$ cat config.mk
export PLATFORM = sky130hd
export DESIGN_NAME = led_serial_rx
export DESIGN_NICKNAME = d
export VERILOG_FILES = /design/src/rtl/led_serial_rx.sv
export SDC_FILE = /design/constraint.sdc
export NUM_CORES = 1
export LEC_CHECK = 0
export ABC_AREA = 1
export BUFFER_PORTS_ARGS = -buffer_cell sky130_fd_sc_hd__buf_2
export CORE_ASPECT_RATIO = 0.7
export CORE_MARGIN = 4
export CORE_UTILIZATION = 35
export CTS_BUF_LIST = sky130_fd_sc_hd__clkbuf_4 sky130_fd_sc_hd__clkbuf_8
export DETAILED_ROUTE_END_ITERATION = 8
export GPL_ROUTABILITY_DRIVEN = 1
export GPL_TIMING_DRIVEN = 0
export MAX_ROUTING_LAYER = met4
export PLACE_DENSITY = 0.56
export SYNTH_ARGS = -nofsm -noshare
export SYNTH_HDL_FRONTEND = slang
export SYNTH_SLANG_ARGS = --single-unit
$ cat constraint.sdc
create_clock -name clk -period 4.55 [get_ports clk]
set_clock_uncertainty 0.1 [all_clocks]
set_input_delay 0.2275 -clock clk [delete_from_list [all_inputs] [get_ports clk]]
set_output_delay 0.2275 -clock clk [all_outputs]
set_load 0.05 [all_outputs]
$ cat src/rtl/led_serial_rx.sv
// Board-side receiver for the serial LED link: synchronizes the four link
// wires, shifts in MSB-first frames and latches complete frames onto led_par
// when the latch strobe rises. Short, long and stalled frames raise frame_err.
module led_serial_rx #(
  parameter  int DATA_W      = 16,
  parameter  int SYNC_STAGES = 2,
  parameter  int TIMEOUT     = 4096,
  localparam int CNT_W       = $clog2(DATA_W + 2),
  localparam int TO_W        = (TIMEOUT > 1) ? $clog2(TIMEOUT) : 1
) (
  input  logic              clk,
  input  logic              RSTN,
  input  logic              led_clk,
  input  logic              led_sout,
  input  logic              led_clrn,
  input  logic              led_pen,
  output logic [DATA_W-1:0] led_par,
  output logic              frame_valid,
  output logic              frame_err,
  output logic [CNT_W-1:0]  bit_cnt,
  output logic              busy
);

  typedef enum logic [1:0] {
    IDLE = 2'd0,
    RECV = 2'd1,
    FULL = 2'd2,
    OVER = 2'd3
  } state_e;

  localparam logic [CNT_W-1:0] CNT_FULL = CNT_W'(DATA_W);
  localparam logic [CNT_W-1:0] CNT_MAX  = CNT_W'(DATA_W + 1);
  localparam logic [TO_W-1:0]  TO_LAST  = TO_W'(TIMEOUT - 1);

  // Synchronizer chain, one lane per link wire: {pen, clrn, sout, clk}.
  logic [SYNC_STAGES-1:0][3:0] sync_q, sync_d;
  logic [1:0]                  edge_q, edge_d;   // {s_pen_d, s_clk_d}

  logic s_clk, s_sout, s_clrn, s_pen;
  logic clk_rise, pen_rise;

  state_e              state_q, state_d;
  logic [DATA_W-1:0]   shreg_q, shreg_d;
  logic [DATA_W-1:0]   led_par_q, led_par_d;
  logic [CNT_W-1:0]    bit_cnt_q, bit_cnt_d;
  logic [TO_W-1:0]     to_cnt_q, to_cnt_d;
  logic                frame_valid_q, frame_valid_d;
  logic                frame_err_q, frame_err_d;

  // Next value of each synchronizer stage; stage 0 samples the raw pins.
  always_comb begin
    sync_d[0] = {led_pen, led_clrn, led_sout, led_clk};
    for (int i = 1; i < SYNC_STAGES; i++) begin
      sync_d[i] = sync_q[i-1];
    end
  end

  assign s_clk  = sync_q[SYNC_STAGES-1][0];
  assign s_sout = sync_q[SYNC_STAGES-1][1];
  assign s_clrn = sync_q[SYNC_STAGES-1][2];
  assign s_pen  = sync_q[SYNC_STAGES-1][3];

  assign edge_d   = {s_pen, s_clk};
  assign clk_rise = s_clk & ~edge_q[0];
  assign pen_rise = s_pen & ~edge_q[1];

  // Frame assembly, latch decision, clear and timeout handling.
  always_comb begin
    // NOTE: every signal gets a default before any branch so no path leaves
    // it unassigned, which would otherwise infer a latch.
    state_d       = state_q;
    shreg_d       = shreg_q;
    bit_cnt_d     = bit_cnt_q;
    led_par_d     = led_par_q;
    to_cnt_d      = '0;
    frame_valid_d = 1'b0;
    frame_err_d   = 1'b0;

    if (!s_clrn) begin
      // Clear wins over everything and never produces a pulse.
      shreg_d   = '0;
      bit_cnt_d = '0;
      state_d   = IDLE;
    end else begin
      // The shift is applied first so a coincident latch sees the new bit.
      if (clk_rise) begin
        shreg_d = (shreg_q << 1) | DATA_W'(s_sout);
        if (bit_cnt_q != CNT_MAX) begin
          bit_cnt_d = bit_cnt_q + CNT_W'(1);
        end
        if (bit_cnt_d == CNT_FULL) begin
          state_d = FULL;
        end else if (bit_cnt_d == CNT_MAX) begin
          state_d = OVER;
        end else begin
          state_d = RECV;
        end
      end

      if (pen_rise) begin
        unique case (state_d)
          FULL: begin
            led_par_d     = shreg_d;
            frame_valid_d = 1'b1;
          end
          RECV, OVER: frame_err_d = 1'b1;
          default:    ;
        endcase
        bit_cnt_d = '0;
        state_d   = IDLE;
      end else if (state_q != IDLE && !clk_rise) begin
        // A partial frame with a stalled link clock is abandoned.
        if (to_cnt_q == TO_LAST) begin
          frame_err_d = 1'b1;
          bit_cnt_d   = '0;
          state_d     = IDLE;
        end else begin
          to_cnt_d = to_cnt_q + TO_W'(1);
        end
      end
    end
  end

  // State registers; reset discards everything immediately.
  always_ff @(posedge clk or negedge RSTN) begin
    if (!RSTN) begin
      sync_q        <= '0;
      edge_q        <= '0;
      state_q       <= IDLE;
      shreg_q       <= '0;
      led_par_q     <= '0;
      bit_cnt_q     <= '0;
      to_cnt_q      <= '0;
      frame_valid_q <= 1'b0;
      frame_err_q   <= 1'b0;
    end else begin
      // NOTE: non-blocking assignments so every flop samples pre-edge values.
      sync_q        <= sync_d;
      edge_q        <= edge_d;
      state_q       <= state_d;
      shreg_q       <= shreg_d;
      led_par_q     <= led_par_d;
      bit_cnt_q     <= bit_cnt_d;
      to_cnt_q      <= to_cnt_d;
      frame_valid_q <= frame_valid_d;
      frame_err_q   <= frame_err_d;
    end
  end

  assign led_par     = led_par_q;
  assign frame_valid = frame_valid_q;
  assign frame_err   = frame_err_q;
  assign bit_cnt     = bit_cnt_q;
  assign busy        = (state_q != IDLE);

endmodule
Yosys cells after proc, flatten, opt, wreduce, memory -nomap -nowiden
Cells that the tools add are included.
Word-level totals
  input bits: 6
  register bits: 63
Operators by class
  $add $sub $neg: 2
  equal/unequal tests: 7
  reductions and logical operators: 5
  bitwise logic cells: 5
  mux-type cells: 30
Operator list (count)
  $mux W12: 4
  $mux W5: 8
  $mux W16: 2
  $mux W2: 8
  $or A16 B1 Y16: 1
  $add A12 B1 Y12 const B: 1
  $eq A12 B12 Y1 const B: 1
  $eq A5 B5 Y1 const B: 2
  $mux W1: 8
  $add A5 B1 Y5 const B: 1
  $ne A5 B5 Y1 const B: 1
  $eq A2 B2 Y1 const B: 2
  $reduce_and A3 Y1: 1
  $and A1 B1 Y1: 2
  $eq A2 B1 Y1 const B: 1
  $not A1 Y1: 2
  $reduce_bool A2 Y1: 1
  $reduce_or A2 Y1: 1
  $logic_and A1 B1 Y1: 1
  $logic_not A1 Y1: 1

Depth between registers and ports, before layout
Gate-level depths: netlist (run 1).
  depth after elaboration: 14
  gate-level depth with buffers: 13
  mapped depth without buffers: 12

Least setup slack after synthesis (run 1)
OpenSTA, ideal clock, no wires.
  path type: register to register
  start: reg bit_cnt_q[0], in the netlist bit_cnt[0]
  end: reg led_par_q[10], in the netlist led_par[10]
  setup slack: 2.313 ns
  stages on the path, launching flop included: 10
  path buffers: 1
  setup time: 0.121 ns
  arrival: 2.016 ns
  cells stage by stage: dfrtp_1 -> ha_1 -> nand3_1 -> nand2_1 -> nand3_1 -> o21ai_4 -> nand3_4 -> buf_2 -> o21bai_1 -> nand2_1
On the way
  word-level cells in the longest chain between the ends: 11
  elaborated cells on any way between the ends: 13
  those cells by class: add/sub: 1; eq/ne: 4; mux: 7; reduce/logical: 1
RTL lines
  from (decl): line 45  | logic [CNT_W-1:0] bit_cnt_q, bit_cnt_d;
  from (signal assigned): line 143  | bit_cnt_q <= bit_cnt_d;
  $add A5 B1 Y5 or $ne A5 B5 Y1 (tied branches): line 89, 88
  $mux W5 (*): line 88  | if (bit_cnt_q != CNT_MAX) begin
  $mux W5 (*): line 86  | if (clk_rise) begin
  $mux W5 (*): line 79  | if (!s_clrn) begin
  $eq A5 B5 Y1: line 93  | end else if (bit_cnt_d == CNT_MAX) begin
  $mux W2: line 93
  $mux W2 (*): line 91  | if (bit_cnt_d == CNT_FULL) begin
  $mux W2 (*): line 86
  $mux W2 (*): line 79
  $eq A2 B2 Y1 (*): line 101  | unique case (state_d)
  $reduce_and A3 Y1 (no line) (*)
  to (signal assigned): line 142  | led_par_q <= led_par_d;
  to (decl): line 44  | logic [DATA_W-1:0] led_par_q, led_par_d;
Every way passes the cells marked *; elsewhere a longest branch is shown, timed or not. The select of a mux whose other input is x is not followed.
A chain may end at the register's enable or synchronous reset.

Worst setup path after layout (run 1)
  start: reg bit_cnt_q[0], in the netlist bit_cnt[0]
  end: reg led_par_q[9], in the netlist led_par[9]
The elaborated chain is that of the path after synthesis.

==> results.md, run 1 <==
* Outcome: finished clean
* CTS tree: built
* Worst Setup End Kind: register
* Crit path DAT at about 2.3 ns
* Pwr Density at approximately 380 nW/um^2
* I/O Pins at 30
* Relative slew slack at 0.476
* TritonCTS Sinks at between 60 and 70
* Die height at around 84 um
* Mapped Cells at approximately 340
* WL final at 5450 um
* Largest net degree at the start of global routing at 64
* Max H-tree Level at 3
* Die area at 9800 um^2
* Post-synth top area cell: dfrtp_1
* Antenna diode count at 0
* Row cnt at 27
* Number of max-cap violations at 0
* Critical Path Fanout Max at 10
* Synth warn at 0
* I/O Buffers at 29
* Slew Limit Fails at 0
* Synth unique cells at 25
* Number of setup buffers added after CTS at 0
* Sequential-to-total area share from yosys stat at 0.545
* P&R area growth vs syn at 19.8%
* Post-synthesis net count at 348
* Clk slew on worst S/H paths at ~0.070 ns
* GP Congestion at around 0.81
* Period utilization at 0.467
* Yosys reg bits at 63
* Num CTS Buffers at 9
* Max Fclk at approximately 0.47 GHz
* DRT Pass-1 Iters at 4
* Gr usage total at 0.131
* Crit start category: register
* Final layout net count at about 390
* Data required time of the worst path at around 4.7 ns
* Die Span X at 117 um
* DR DRC count at 0
* Top post-synthesis cells by area: dfrtp_1 (55%), nand2_1 (9.6%), inv_1 (8.6%), nor2_1 (5.2%), o21ai_0 (4.3%)
* Vias in the first global route at 2013
* Final Critical Period at between 2 and 2.5 ns
* Critical path class: register to register
* Final Hold Fails at 0
* Setup TNS at 0 ns
* GR Overflow Total at 0
* Synth Cell Area at 2890 um^2
* Worst slew pin tran at between 0.7 and 0.8 ns
* Final setup viols at 0
* Hold Path Class: register to register
* Clock Tree Buf Depth at 2
* Leakage Power at ~1.7 nW
* DP Wirelength at between 3000 and 4000 um
* Worst-Skew Late Latency at around 0.33 ns
* Starting Density at 0.364
* Final Util at 0.436
* Starting DRC count in detailed routing at approximately 100
* Vias per Instance at 4.28
* Total vias in the final route at around 2100
* Post-route ant nets at 0
* Clock Tree Root: clkbuf_8
* First-pass GRT wire length at ~9700 um
* Total power at roughly 1.3 mW
* Share of cells above drive strength 1 at 0.158
* Antenna violations before repair at 0
* WL/cell at between 10 and 15 um
* CORE AREA at 7940 um^2
* Top-area cell type share of the netlist area at 0.545
* RSZ-0062 raised after global routing: no
* Syn_area_per_cell at 8.55 um^2
* Maximum vdd ir drop at ~0.21 mV
## cell usage after synthesis
cell	n
a21oi_1	3
buf_2	2
buf_6	1
buf_8	1
clkbuf_1	5
clkinv_1	1
dfrtp_1	63
ha_1	4
inv_1	66
nand2_1	74
nand2_2	4
nand3_1	10
nand3_4	1
nand3b_1	1
nand4_1	3
nor2_1	40
nor2_2	2
nor2_8	1
nor3_1	3
o21ai_0	25
o21ai_4	1
o21bai_1	16
or2_2	4
xnor2_1	1
xor2_1	6
## cells in the final DEF (no fill, tap or decap), types with 2 or more instances in the layout
cell,Yosys,final
dfrtp_1,63,63
nor2_1,40,40
ha_1,4,4
a21oi_1,3,3
clkbuf_1,5,5
nand2_1,74,74
nor2_2,2,2
or2_2,4,4
buf_2,2,30
dlygate4sd3_1,0,5
nor3_1,3,3
nand2_2,4,4
nand4_1,3,3
inv_1,66,66
bufinv_16,0,3
xor2_1,6,6
nand3_1,10,10
o21bai_1,16,16
o21ai_0,25,25
clkbuf_8,0,11
## through the flow
step	cells	instance area (um^2)	setup WS (ns)	hold WS [ns]
after floorplan	338	2890	2.31	-0.168
after global placement	468	3160	2.44	0.237
after detailed placement	468	3160	2.42	0.235
after CTS	488	3460	2.40	0.250
after global routing	488	3460	2.18	0.253
final	488	3460	2.43	0.247
## critical path, cell delays in order, from the launching register on
cell and delay (ns):
dfrtp_1 0.49, ha_1 0.27, nand3_1 0.09, nand2_1 0.08, nand3_1 0.12, o21ai_4 0.23, nand3_4 0.18, buf_2 0.24
o21bai_1 0.14, nand2_1 0.08
## power by group
| part | internal (mW) | leakage, nW | switching (mW) |
|---|---|---|---|
| combinational | 0.0292 | 0.743 | 0.0826 |
| sequential | 0.574 | 0.851 | 0.00810 |
| clock | 0.397 | 0.126 | 0.209 |
| total | 1.00 | 1.72 | 0.299 |
## per-layer routing
metal / global-route usage / vias to the layer above / routed length [um] / share of wire
li1: - / 1110 / - / -
met1: 0.190 / 941 / 2920 / 0.54
met2: 0.170 / 36 / 2200 / 0.40
met3: 0.0507 / 4 / 301 / 0.055
met4: 0.0344 / 0 / 38 / 0.0070
met5: - / - / 0 / 0
## cells by family after synthesis
| kind of cell | count (synthesis) | share of synthesized area |
|---|---|---|
| flops | 63 | 0.545 |
| simple gates | 143 | 0.214 |
| compound gates | 45 | 0.0957 |
| buf+inv | 76 | 0.106 |
| xor+xnor | 7 | 0.0212 |
| fa+ha+maj | 4 | 0.0173 |
## final cells by class
| type | instances | area (um^2) |
|---|---|---|
| fill | 796 | 4480 |
| sequential | 63 | 1580 |
| multi-input combinational | 199 | 1010 |
| inverter | 67 | 251 |
| timing repair buffer | 34 | 198 |
| clock buffer | 12 | 159 |
| tap | 101 | 126 |
| clock inverter | 3 | 90.1 |
| buffer | 9 | 55.1 |
## final timing paths
kind,start,to,slack (ns),cells past startpoint
worst max-delay path,bit_cnt[0],led_par[9],2.43,9
worst min-delay path,sync_d[6],s_clrn,0.25,0
worst max register to register,bit_cnt[0],led_par[9],2.43,9
worst min register to register,sync_d[6],s_clrn,0.25,0
max in group asynchronous,RSTN,shreg_q[6],3.41,2
min in group asynchronous,RSTN,to_cnt_q[4],0.42,2
## flip-flops by register name (all words and copies together), names as in the netlist, 2 cells and up
name	flops
sync_d	4
edge_d	2
state_q	2
to_cnt_q	12
bit_cnt	5
led_par	16
edge_q	2
shreg_q	16
## repair_timing
item,4_1_cts,5_1_grt
hold buffers,5,0
hold endpoints to repair,67,0
resized for setup,0,0
setup endpoints to repair,0,0
Power figures use the tool's default switching activity.
==> inputs of run 2 (changes only) <==
clock period = 2 ns   (was 4.55 ns; I/O delays follow)
==> run 2 against run 1 <==
Clock power grew 120%. Wire length grew 5.8%. Final area rose by 4.9%. Register-to-register slack got worse by 2.4 ns. Via count increased by 3.5%. Die area is the same. Global-route usage hardly changed. Utilization is 2.1 points higher. Worst setup slack worse by 2.4 ns.
==> results.md, run 2 (same netlist as run 1, synthesis figures left out) <==
* Outcome: finished clean
* Post-route ant nets at 0
* Max H-tree Level at 3
* TritonCTS Sinks at between 60 and 70
* Crit start category: register
* Worst slew pin tran at between 0.8 and 0.9 ns
* Num CTS Buffers at 9
* Relative slew slack at 0.465
* CORE AREA at between 7000 and 8000 um^2
* Worst-Skew Late Latency at around 0.34 ns
* Total vias in the final route at about 2200
* Setup WS pre-CTS at -0.0760 ns
* Row cnt at 27
* Critical path class: register to register
* R2R Path Start: bit_cnt[1]
* RSZ-0062 raised after global routing: yes
* Die area at about 10000 um^2
* Area of the multi-input gates at 1070 um^2
* Slew Limit Fails at 0
* Final Critical Period at just under 2 ns
* Die height at between 80 and 90 um
* Number of max-cap violations at 0
* Vias per Instance at 4.33
* WL final at approximately 5800 um
* DR DRC count at 0
* Setup TNS at 0 ns
* DRT Pass-1 Iters at 4
* Register area at between 1500 and 2000 um^2
* Fin worst setup slack at roughly 0.063 ns
* Period utilization at 0.968
* Maximum vdd ir drop at roughly 0.39 mV
* P&R area growth vs syn at 25.7%
* Worst hold endpoint: s_clrn
* Starting Density at 0.364
* Final Hold Fails at 0
* Reg2reg path depth at 13
* Critical R2R Capture: led_par[2]
* Flop-to-flop setup slack at 0.06 ns
* I/O Buffers at 29
* Gr usage total at 0.132
* Antenna violations before repair at 0
* Die Span X at between 100 and 150 um
* First-pass GRT wire length at 9840 um
* Vias in the first global route at between 2000 and 2500
* GR Overflow Total at 0
* Final setup viols at 0
* Commonest non-fill, non-tap cell in the layout: nand2_1
* Final cell count without fillers at 500
* Critical Path Fanout Max at 5
* Pwr Density at between 800 and 900 nW/um^2
* Hold slack at between 0.2 and 0.3 ns
* Clock Tree Root: clkbuf_8
* Largest net degree at the start of global routing at 64
* I/O Pins at 30
* CTS tree: built
* Crit path DAT at approximately 2.1 ns
* Share of cells above drive strength 1 at 0.221
* Placed insts at between 400 and 500
* Fillers at roughly 800
* DP Wirelength at ~3700 um
* Hold Path Depth at 0
* Worst Setup End Kind: register
* GP Congestion at roughly 0.8
* Antenna diode count at 0
* Starting DRC count in detailed routing at 102
* Hold Path Class: register to register
* Clk slew on worst S/H paths at ~0.07 ns
* Commonest non-fill, non-tap cells in the layout: nand2_1 (67), inv_1 (65), dfrtp_1 (60)
* Max Fclk at slightly above 0.5 GHz
* Clock Tree Buf Depth at 2
* Leakage Power at approximately 1.8 nW
* Hold path start: sync_d[6]
* Final layout net count at between 400 and 500
* WL/cell at ~12 um
* Data required time of the worst path at around 2.2 ns
run 2: changes by cell type in the layout (fill, tap and decap cells not counted), sizes merged:
| cell | delta |
|---|---|
| buf | +10 |
| clkbuf | -1 |
| clkinv | +3 |
run 2: metrics by stage:
stage | util | total power, mW | cell area (um^2)
3_5_place_dp | 0.401 | 1.60 | 3180
4_1_cts | 0.439 | 2.97 | 3480
2_1_floorplan | - | 1.52 | 2910
3_3_place_gp | 0.401 | 1.60 | 3180
6_report | 0.458 | 2.94 | 3630
5_1_grt | 0.458 | 3.07 | 3630
run 2: layer usage:
layer  wire, um  up-vias  track usage
li1           -     1132            -
met1       3070      981        0.188
met2       2300       44        0.173
met3        339        7       0.0507
met4         53        0       0.0375
met5          0        -            -
run 2: final cells by class:
| cell class | instances | area share |
|---|---|---|
| Clock buffer | 10 | 0.0362 |
| Multi-Input combinational cell | 199 | 0.293 |
| Timing Repair Buffer | 45 | 0.0830 |
| Clock inverter | 6 | 0.0300 |
| Sequential cell | 63 | 0.436 |
| Inverter | 67 | 0.0692 |
| Buffer | 9 | 0.0179 |
| Tap cell | 101 | 0.0348 |
run 2: power breakdown:
part | leakage, nW | internal (mW) | switching [mW]
Clock | 0.124 | 0.839 | 0.493
Combinational | 0.814 | 0.0813 | 0.197
Sequential | 0.846 | 1.31 | 0.0204
run 2: repair_timing:
action / CTS / global route
setup buffers: 1 / 9
resized for setup: 1 / 16
setup endpoints to repair: 10 / 25
hold buffers: 5 / 0
hold endpoints to repair: 67 / 0
pin swaps: 1 / 16
cloned: 0 / 1
run 2: worst max-delay path, cell delays in order, from the launching register on:
cell and delay (ns):
dfrtp_2 0.45, inv_2 0.08, ha_1 0.13, nand2_1 0.05, inv_1 0.07, nand2_2 0.05
nand2_2 0.09, nand2_4 0.07, o21ai_4 0.18, nand3_4 0.14, nor2_8 0.19, buf_6 0.14
nand2_1 0.06, nand2_1 0.07
run 2: worst max-delay path by stage:
| stage | start | to | slack, ns |
|---|---|---|---|
| 6_report | bit_cnt[1] | led_par[2] | 0.06 |
| 5_1_grt | bit_cnt[1] | led_par[3] | -0.05 |
| 4_1_cts | bit_cnt[1] | led_par[9] | 0.002 |
| 3_5_place_dp | bit_cnt[1] | led_par[7] | -0.08 |
| 3_3_place_gp | bit_cnt[1] | led_par[7] | -0.04 |
| 2_1_floorplan | bit_cnt[1] | led_par[10] | 0.02 |
